==> src/rtl/fp_mul_norm_round_if.sv <==
// Handshake bundle between the FP32 multiply stage, the normalise/round stage and the consumer.
// The slave view belongs to fp_mul_norm_round; the master view belongs to whoever drives it.
interface fp_mul_norm_round_if;
    logic        in_valid;
    logic        in_ready;
    logic        in_sign;
    logic [8:0]  in_exp;
    logic [47:0] in_product;
    logic        in_exception;
    logic        out_valid;
    logic        out_ready;
    logic [31:0] out_result;
    logic        out_overflow;
    logic        out_underflow;
    logic        out_exception;

    modport slave (
        input  in_valid,
        input  in_sign,
        input  in_exp,
        input  in_product,
        input  in_exception,
        input  out_ready,
        output in_ready,
        output out_valid,
        output out_result,
        output out_overflow,
        output out_underflow,
        output out_exception
    );

    modport master (
        output in_valid,
        output in_sign,
        output in_exp,
        output in_product,
        output in_exception,
        output out_ready,
        input  in_ready,
        input  out_valid,
        input  out_result,
        input  out_overflow,
        input  out_underflow,
        input  out_exception
    );
endinterface

==> src/rtl/fp_mul_norm_round.sv <==
// FP32 multiplier back end: normalise the 48-bit product, round to nearest-even, pack.
// Two registered stages with valid/ready on both sides; each stage refills as it drains.
module fp_mul_norm_round #(
    parameter bit          FLUSH_DENORM = 1'b1,
    parameter logic [31:0] QNAN         = 32'h7FC00000
) (
    input logic                clk,
    input logic                reset,
    fp_mul_norm_round_if.slave bus
);

    // Handshake
    logic s1_valid_q;
    logic out_valid_q;
    logic s2_advance;
    logic s1_advance;
    logic in_ready;
    logic in_fire;

    always_comb begin
        s2_advance = !out_valid_q || bus.out_ready;
        s1_advance = s1_valid_q && s2_advance;
        in_ready   = !s1_valid_q || s1_advance;
        in_fire    = bus.in_valid && in_ready;
    end

    // Stage 1: normalise
    logic               n_sign;
    logic               n_exc;
    logic [22:0]        n_mant;
    logic               n_guard;
    logic               n_sticky;
    logic signed [10:0] n_exp;
    logic [10:0]        n_exp_ext;

    always_comb begin
        n_sign = bus.in_sign;
        n_exc  = bus.in_exception;
        if (bus.in_product[47]) begin
            n_mant   = bus.in_product[46:24];
            n_guard  = bus.in_product[23];
            n_sticky = |bus.in_product[22:0];
        end else begin
            n_mant   = bus.in_product[45:23];
            n_guard  = bus.in_product[22];
            n_sticky = |bus.in_product[21:0];
        end
        // Exponent sums 385..511 are wrapped negatives; {2'b11, x} == x - 512 in 11 bits.
        n_exp_ext = (bus.in_exp >= 9'd385) ? {2'b11, bus.in_exp} : {2'b00, bus.in_exp};
        n_exp     = n_exp_ext + {10'b0, bus.in_product[47]};
    end

    logic               s1_sign_q;
    logic               s1_exc_q;
    logic [22:0]        s1_mant_q;
    logic               s1_guard_q;
    logic               s1_sticky_q;
    logic signed [10:0] s1_exp_q;

    always_ff @(posedge clk) begin
        if (!reset) begin
            s1_valid_q <= 1'b0;
        end else if (in_ready) begin
            s1_valid_q <= bus.in_valid;
        end
    end

    always_ff @(posedge clk) begin
        if (in_fire) begin
            s1_sign_q   <= n_sign;
            s1_exc_q    <= n_exc;
            s1_mant_q   <= n_mant;
            s1_guard_q  <= n_guard;
            s1_sticky_q <= n_sticky;
            s1_exp_q    <= n_exp;
        end
    end

    // Stage 2: round to nearest-even and classify
    logic               round_up;
    logic [23:0]        mant_r;
    logic signed [10:0] e_r;
    logic [31:0]        result_d;
    logic               overflow_d;
    logic               underflow_d;
    logic               exception_d;

    always_comb begin
        round_up = s1_guard_q && (s1_sticky_q || s1_mant_q[0]);
        mant_r   = {1'b0, s1_mant_q} + {23'b0, round_up};
        // A carry out of the mantissa leaves mant_r[22:0] == 0, i.e. 1.0 at the next exponent.
        e_r      = s1_exp_q + {10'b0, mant_r[23]};

        result_d    = {s1_sign_q, e_r[7:0], mant_r[22:0]};
        overflow_d  = 1'b0;
        underflow_d = 1'b0;
        exception_d = 1'b0;
        if (s1_exc_q) begin
            result_d    = QNAN;
            exception_d = 1'b1;
        end else if (e_r >= 11'sd255) begin
            result_d   = {s1_sign_q, 8'hFF, 23'h0};
            overflow_d = 1'b1;
        end else if (FLUSH_DENORM && (e_r <= 11'sd0)) begin
            result_d    = {s1_sign_q, 31'h0};
            underflow_d = 1'b1;
        end
    end

    logic [31:0] out_result_q;
    logic        out_overflow_q;
    logic        out_underflow_q;
    logic        out_exception_q;

    always_ff @(posedge clk) begin
        if (!reset) begin
            out_valid_q     <= 1'b0;
            out_result_q    <= 32'h0;
            out_overflow_q  <= 1'b0;
            out_underflow_q <= 1'b0;
            out_exception_q <= 1'b0;
        end else if (s2_advance) begin
            out_valid_q <= s1_valid_q;
            if (s1_valid_q) begin
                out_result_q    <= result_d;
                out_overflow_q  <= overflow_d;
                out_underflow_q <= underflow_d;
                out_exception_q <= exception_d;
            end
        end
    end

    assign bus.in_ready      = in_ready;
    assign bus.out_valid     = out_valid_q;
    assign bus.out_result    = out_result_q;
    assign bus.out_overflow  = out_overflow_q;
    assign bus.out_underflow = out_underflow_q;
    assign bus.out_exception = out_exception_q;

endmodule

==> src/flat_wrapper.sv <==
// flat-port wrapper written by rule: the top's interface ports become plain ports
module fp_mul_norm_round_flat 
#(
    parameter bit          FLUSH_DENORM = 1'b1,
    parameter logic [31:0] QNAN         = 32'h7FC00000
)
  (clk, reset, bus_in_valid, bus_in_sign, bus_in_exp, bus_in_product, bus_in_exception, bus_out_ready, bus_in_ready, bus_out_valid, bus_out_result, bus_out_overflow, bus_out_underflow, bus_out_exception);
  fp_mul_norm_round_if bus_i ();
  input logic clk;
  input logic reset;
  input wire logic [$bits(bus_i.in_valid)-1:0] bus_in_valid;
  input wire logic [$bits(bus_i.in_sign)-1:0] bus_in_sign;
  input wire logic [$bits(bus_i.in_exp)-1:0] bus_in_exp;
  input wire logic [$bits(bus_i.in_product)-1:0] bus_in_product;
  input wire logic [$bits(bus_i.in_exception)-1:0] bus_in_exception;
  input wire logic [$bits(bus_i.out_ready)-1:0] bus_out_ready;
  output wire logic [$bits(bus_i.in_ready)-1:0] bus_in_ready;
  output wire logic [$bits(bus_i.out_valid)-1:0] bus_out_valid;
  output wire logic [$bits(bus_i.out_result)-1:0] bus_out_result;
  output wire logic [$bits(bus_i.out_overflow)-1:0] bus_out_overflow;
  output wire logic [$bits(bus_i.out_underflow)-1:0] bus_out_underflow;
  output wire logic [$bits(bus_i.out_exception)-1:0] bus_out_exception;
  assign bus_i.in_valid = bus_in_valid;
  assign bus_i.in_sign = bus_in_sign;
  assign bus_i.in_exp = bus_in_exp;
  assign bus_i.in_product = bus_in_product;
  assign bus_i.in_exception = bus_in_exception;
  assign bus_i.out_ready = bus_out_ready;
  assign bus_in_ready = bus_i.in_ready;
  assign bus_out_valid = bus_i.out_valid;
  assign bus_out_result = bus_i.out_result;
  assign bus_out_overflow = bus_i.out_overflow;
  assign bus_out_underflow = bus_i.out_underflow;
  assign bus_out_exception = bus_i.out_exception;
  fp_mul_norm_round #(.FLUSH_DENORM(FLUSH_DENORM), .QNAN(QNAN)) u_core (.clk(clk), .reset(reset), .bus(bus_i));
endmodule
==> config.mk <==
export PLATFORM = sky130hd
export DESIGN_NAME = fp_mul_norm_round_flat
export DESIGN_NICKNAME = d
export VERILOG_FILES = /design/src/rtl/fp_mul_norm_round_if.sv /design/src/rtl/fp_mul_norm_round.sv /design/src/flat_wrapper.sv
export SDC_FILE = /design/constraint.sdc
export NUM_CORES = 1
export LEC_CHECK = 0
export BUFFER_PORTS_ARGS = -buffer_cell sky130_fd_sc_hd__buf_2
export CORE_MARGIN = 2
export CORE_UTILIZATION = 45
export DETAILED_ROUTE_END_ITERATION = 7
export PLACE_DENSITY = 0.75
export SLEW_MARGIN = 40
export SYNTH_ARGS = -nofsm -noshare
export SYNTH_HDL_FRONTEND = slang
export SYNTH_SLANG_ARGS = --single-unit
==> constraint.sdc <==
create_clock -name clk -period 3.5 [get_ports clk]
set_input_delay 0.175 -clock clk [delete_from_list [all_inputs] [get_ports clk]]
set_output_delay 0.175 -clock clk [all_outputs]
set_load 0.005 [all_outputs]
==> results.md <==
- Outcome: completed
- Yosys top cell by area: edfxtp_1
- Multiplexer share of the synthesized area: 7.35%
- Top cells by area, synth: edfxtp_1, dfxtp_1, mux2_2
- Total vias in the final route: 2,849
- All-layer global routing usage: 18.5%
- Max Slew Vio Count: 0
- Number of global-route vias before repair: 2,783
- Final period utilization: 93.2%
- First-pass GRT wire length: 12,700 um
- Sequential Area: 0.00188 mm^2
- Ports: 100
- Synth Flop Type: edfxtp_1
- Antenna diodes: 0
- Area growth from synthesis to layout: 23.0%
- Clk pin slew, worst setup/hold paths: 80 ps
- Post-synth ARST share: 0%
- Clock buffer depth: 2
- Cell Rows: 32
- Final hold violations: 0
- Setup crit start kind: flop
- Worst Path Max Fanout: 8
- Drt total wl: 7920 um
- EDFF count, synth: 38
- Post-DP HPWL: 6120 um
- Worst Max-Slew Pin Slew: 648 ps
- Max-slew headroom: 56.6%
- Pwr per Cell Area: 402 mW/mm^2
- Wire length per cell: 14.4 um
- Worst setup margin: 239 ps
- Final nets: 514
- Core box area: 0.00781 mm^2
- Postcts setup bufs: 0
- Final Util: 57.9%
- Initial antenna violation count: 0
- Die X: 94.4 um
- Static Leakage: 0.00178 uW
- Synth Instances: 337
- Initial DRC count: 79
- Delay-heaviest family, CP: simple AND/OR/NAND/NOR gates
- Drt first pass iters: 4
- Largest stage delay on the critical path: 550 ps
- Placed Instances: 534
- Number of synthesized register bits: 75
- Filler cell count: 690
- Multi-input logic area: 0.00176 mm^2
- Cell Count, Final, Fillers Out: 552
- Endpoint arrival time on the critical path: 3490 ps
- Mapped Area: 0.00368 mm^2
- CP Cell Sequence: o21a_1 -> ha_1 -> and3_2 -> nand3_2 -> nor2b_2 -> nand3_1 -> nor3_2 -> ha_1 -> ha_2 -> nand4_4 -> or4_4 -> and2_4 -> o21a_4 -> o21ai_2 -> a21oi_1
- Peak Freq: 0.307 GHz
- Post-synthesis compound-gate area fraction: 11.3%
- Sequential cell area fraction in the yosys report: 51.2%
- Setup Skew: 9.55 ps
- Initial Util: 47.1%
- Top cell type's share of synthesized area: 31.0%
- CTS tree: yes
- CP max stage cell: or4_4
- Worst Hold Class: in2reg
- CTS Sinks: 75
- WP buf/inv: 0
- Required @ worst endpoint: 3730 ps
- Routed vias/inst: 5.16
- Port Buffer Count: 99
- DRT antenna net count: 0
- TritonCTS Buffers: 9
- Post-route DRC violation count: 0
- Root buffer cell: clkbuf_8
- Final TNS setup: 0 ps
- CP most frequent cell: ha_1
- Min Tclk post-route: 3260 ps
- Worst vdd ir: 0.000175 V
- Crit path kind: reg2reg
- Share of layout cells above drive strength 1: 38.4%
- H-tree depth: 3
- Die Ht: 94.4 um
- Max cap viols: 0
- Clock latency on the worst-skew pair: 340 ps
- Adder and majority gate portion of the synthesized area: 2.04%
- Pin count of the biggest net entering global routing: 39
- Simple-Gate Fraction of Synth Area: 17.7%
- Syn_nets: 406
- RSZ-0062 raised after global routing: false
- Synth cell types: 54
- Largest family of logic cells by synthesized area: simple AND/OR/NAND/NOR gates
- Syn Area/Cell: 10.9 um^2
- Post-Synth XOR/XNOR Area: 8.54%
- Final GP Congestion: 0.791
- Crit. End Element: flop
- Grt total ovfl: 0
- Final setup fails: 0
- Setup WS pre-CTS: 28.5 ps
- Die ar.: 0.00891 mm^2
- Yosys warnings: 0
==> Yosys cell counts (2+ instances only) <==
cell type,n
and4_1,5
o21ai_1,20
nand4_1,6
nand2b_1,2
a32o_1,2
nor3_1,5
dfxtp_1,37
clkbuf_1,5
edfxtp_1,38
buf_4,4
o221a_2,2
nand2_1,41
nand3_1,17
xnor2_1,19
nor2_1,22
o21a_1,2
ha_1,6
and2_1,2
a21oi_1,10
and3_1,6
nor2b_2,2
mux2_2,24
xor2_1,15
nor2b_1,2
nor4_1,7
o21ai_2,6
inv_1,3
==> where the power goes <==
group / internal [uW] / leakage [uW] / switching (uW)
registers: 974 / 0.000671 / 41.5
logic: 102 / 0.00102 / 96.8
clock network: 300 / 0.0000961 / 307
==> layer usage <==
metal | global-route usage [%] | wire length [um]
met1 | 23.0 | 3490
met2 | 31.1 | 3850
met3 | 3.75 | 437
met4 | 8.33 | 138
met5 | 0 | 0
==> final timing paths <==
kind	start	endpoint	slack, ps	depth (start not counted)
setup / recovery	u_core.s1_mant_q[0]$_DFFE_PP_	u_core.bus.out_result[30]$_SDFFE_PN0P_	240	15
hold / removal	bus_in_valid	u_core.s1_valid_q$_SDFFE_PN0N_	80	3
setup reg to reg	u_core.s1_mant_q[0]$_DFFE_PP_	u_core.bus.out_result[30]$_SDFFE_PN0P_	240	15
hold reg to reg	u_core.bus.out_result[14]$_SDFFE_PN0P_	u_core.bus.out_result[14]$_SDFFE_PN0P_	450	2
==> worst reg2reg max path, delay by kind of cell (launching register included) <==
kind / cells / cell delay (ps)
AO/OA/AOI/OAI: 4 / 460
flip-flops: 1 / 360
adder cells (fa/ha/maj): 3 / 580
AND/OR/NAND/NOR: 8 / 1750
==> final cells by class <==
| type | count | area share [%] |
|---|---|---|
| well taps | 102 | 2.82 |
| repair buffers | 107 | 12.5 |
| clock buffers | 12 | 3.46 |
| inverters | 3 | 0.249 |
| multi-input cells | 249 | 38.9 |
| flip-flops and latches | 75 | 41.6 |
| clock inverters | 4 | 0.498 |
==> metrics by stage <==
step                power [uW]  hold slack [ps]  cell area [um^2]
global placement          1220              354              4290
global route              1900              113              4520
finish                    1820             78.4              4520
CTS                       1830             70.2              4480
detailed placement        1230              355              4290
floorplan                 1140              274              3680
==> timing repair <==
action                                  4_1_cts  5_1_grt
hold endpoints to repair                      2        0
endpoints found under the setup margin        0       33
gates resized for setup                       0       10
hold buffers                                  2        0
==> layout by cell type (no fill, tap or decap), types with 3 or more instances in the layout <==
cell       n
buf_2     99
nand2_1   41
edfxtp_1  38
dfxtp_1   37
mux2_2    24
nor2_1    20
o21ai_1   20
xnor2_1   19
nand3_1   16
xor2_1    15
a21oi_1   10
clkbuf_8   9
nor4_1     6
nand4_1    6
o21ai_2    6
and3_1     5
and4_1     5
ha_1       5
buf_4      5
nor3_1     4
inv_1      3
nor2b_2    3
==> sequential cells by signal, summed over array words and instances, names as in the netlist <==
signal	cells
u_core.s1_guard_q	1
u_core.bus.out_underflow	1
u_core.bus.out_exception	1
u_core.s1_valid_q	1
u_core.bus.out_overflow	1
u_core.s1_exc_q	1
u_core.bus.out_valid	1
u_core.s1_exp_q	11
u_core.s1_sticky_q	1
u_core.s1_mant_q	23
u_core.s1_sign_q	1
u_core.bus.out_result	32
==> kinds of logic (layout without fill, tap and decap cells) <==
kind of cell	count (synthesis)	count (layout)
buf+inv	13	126
compound gates	57	57
xor+xnor	35	35
mux	24	24
simple gates	127	127
fa+ha+maj	6	6
flops	75	75
Power figures use the tool's default switching activity.
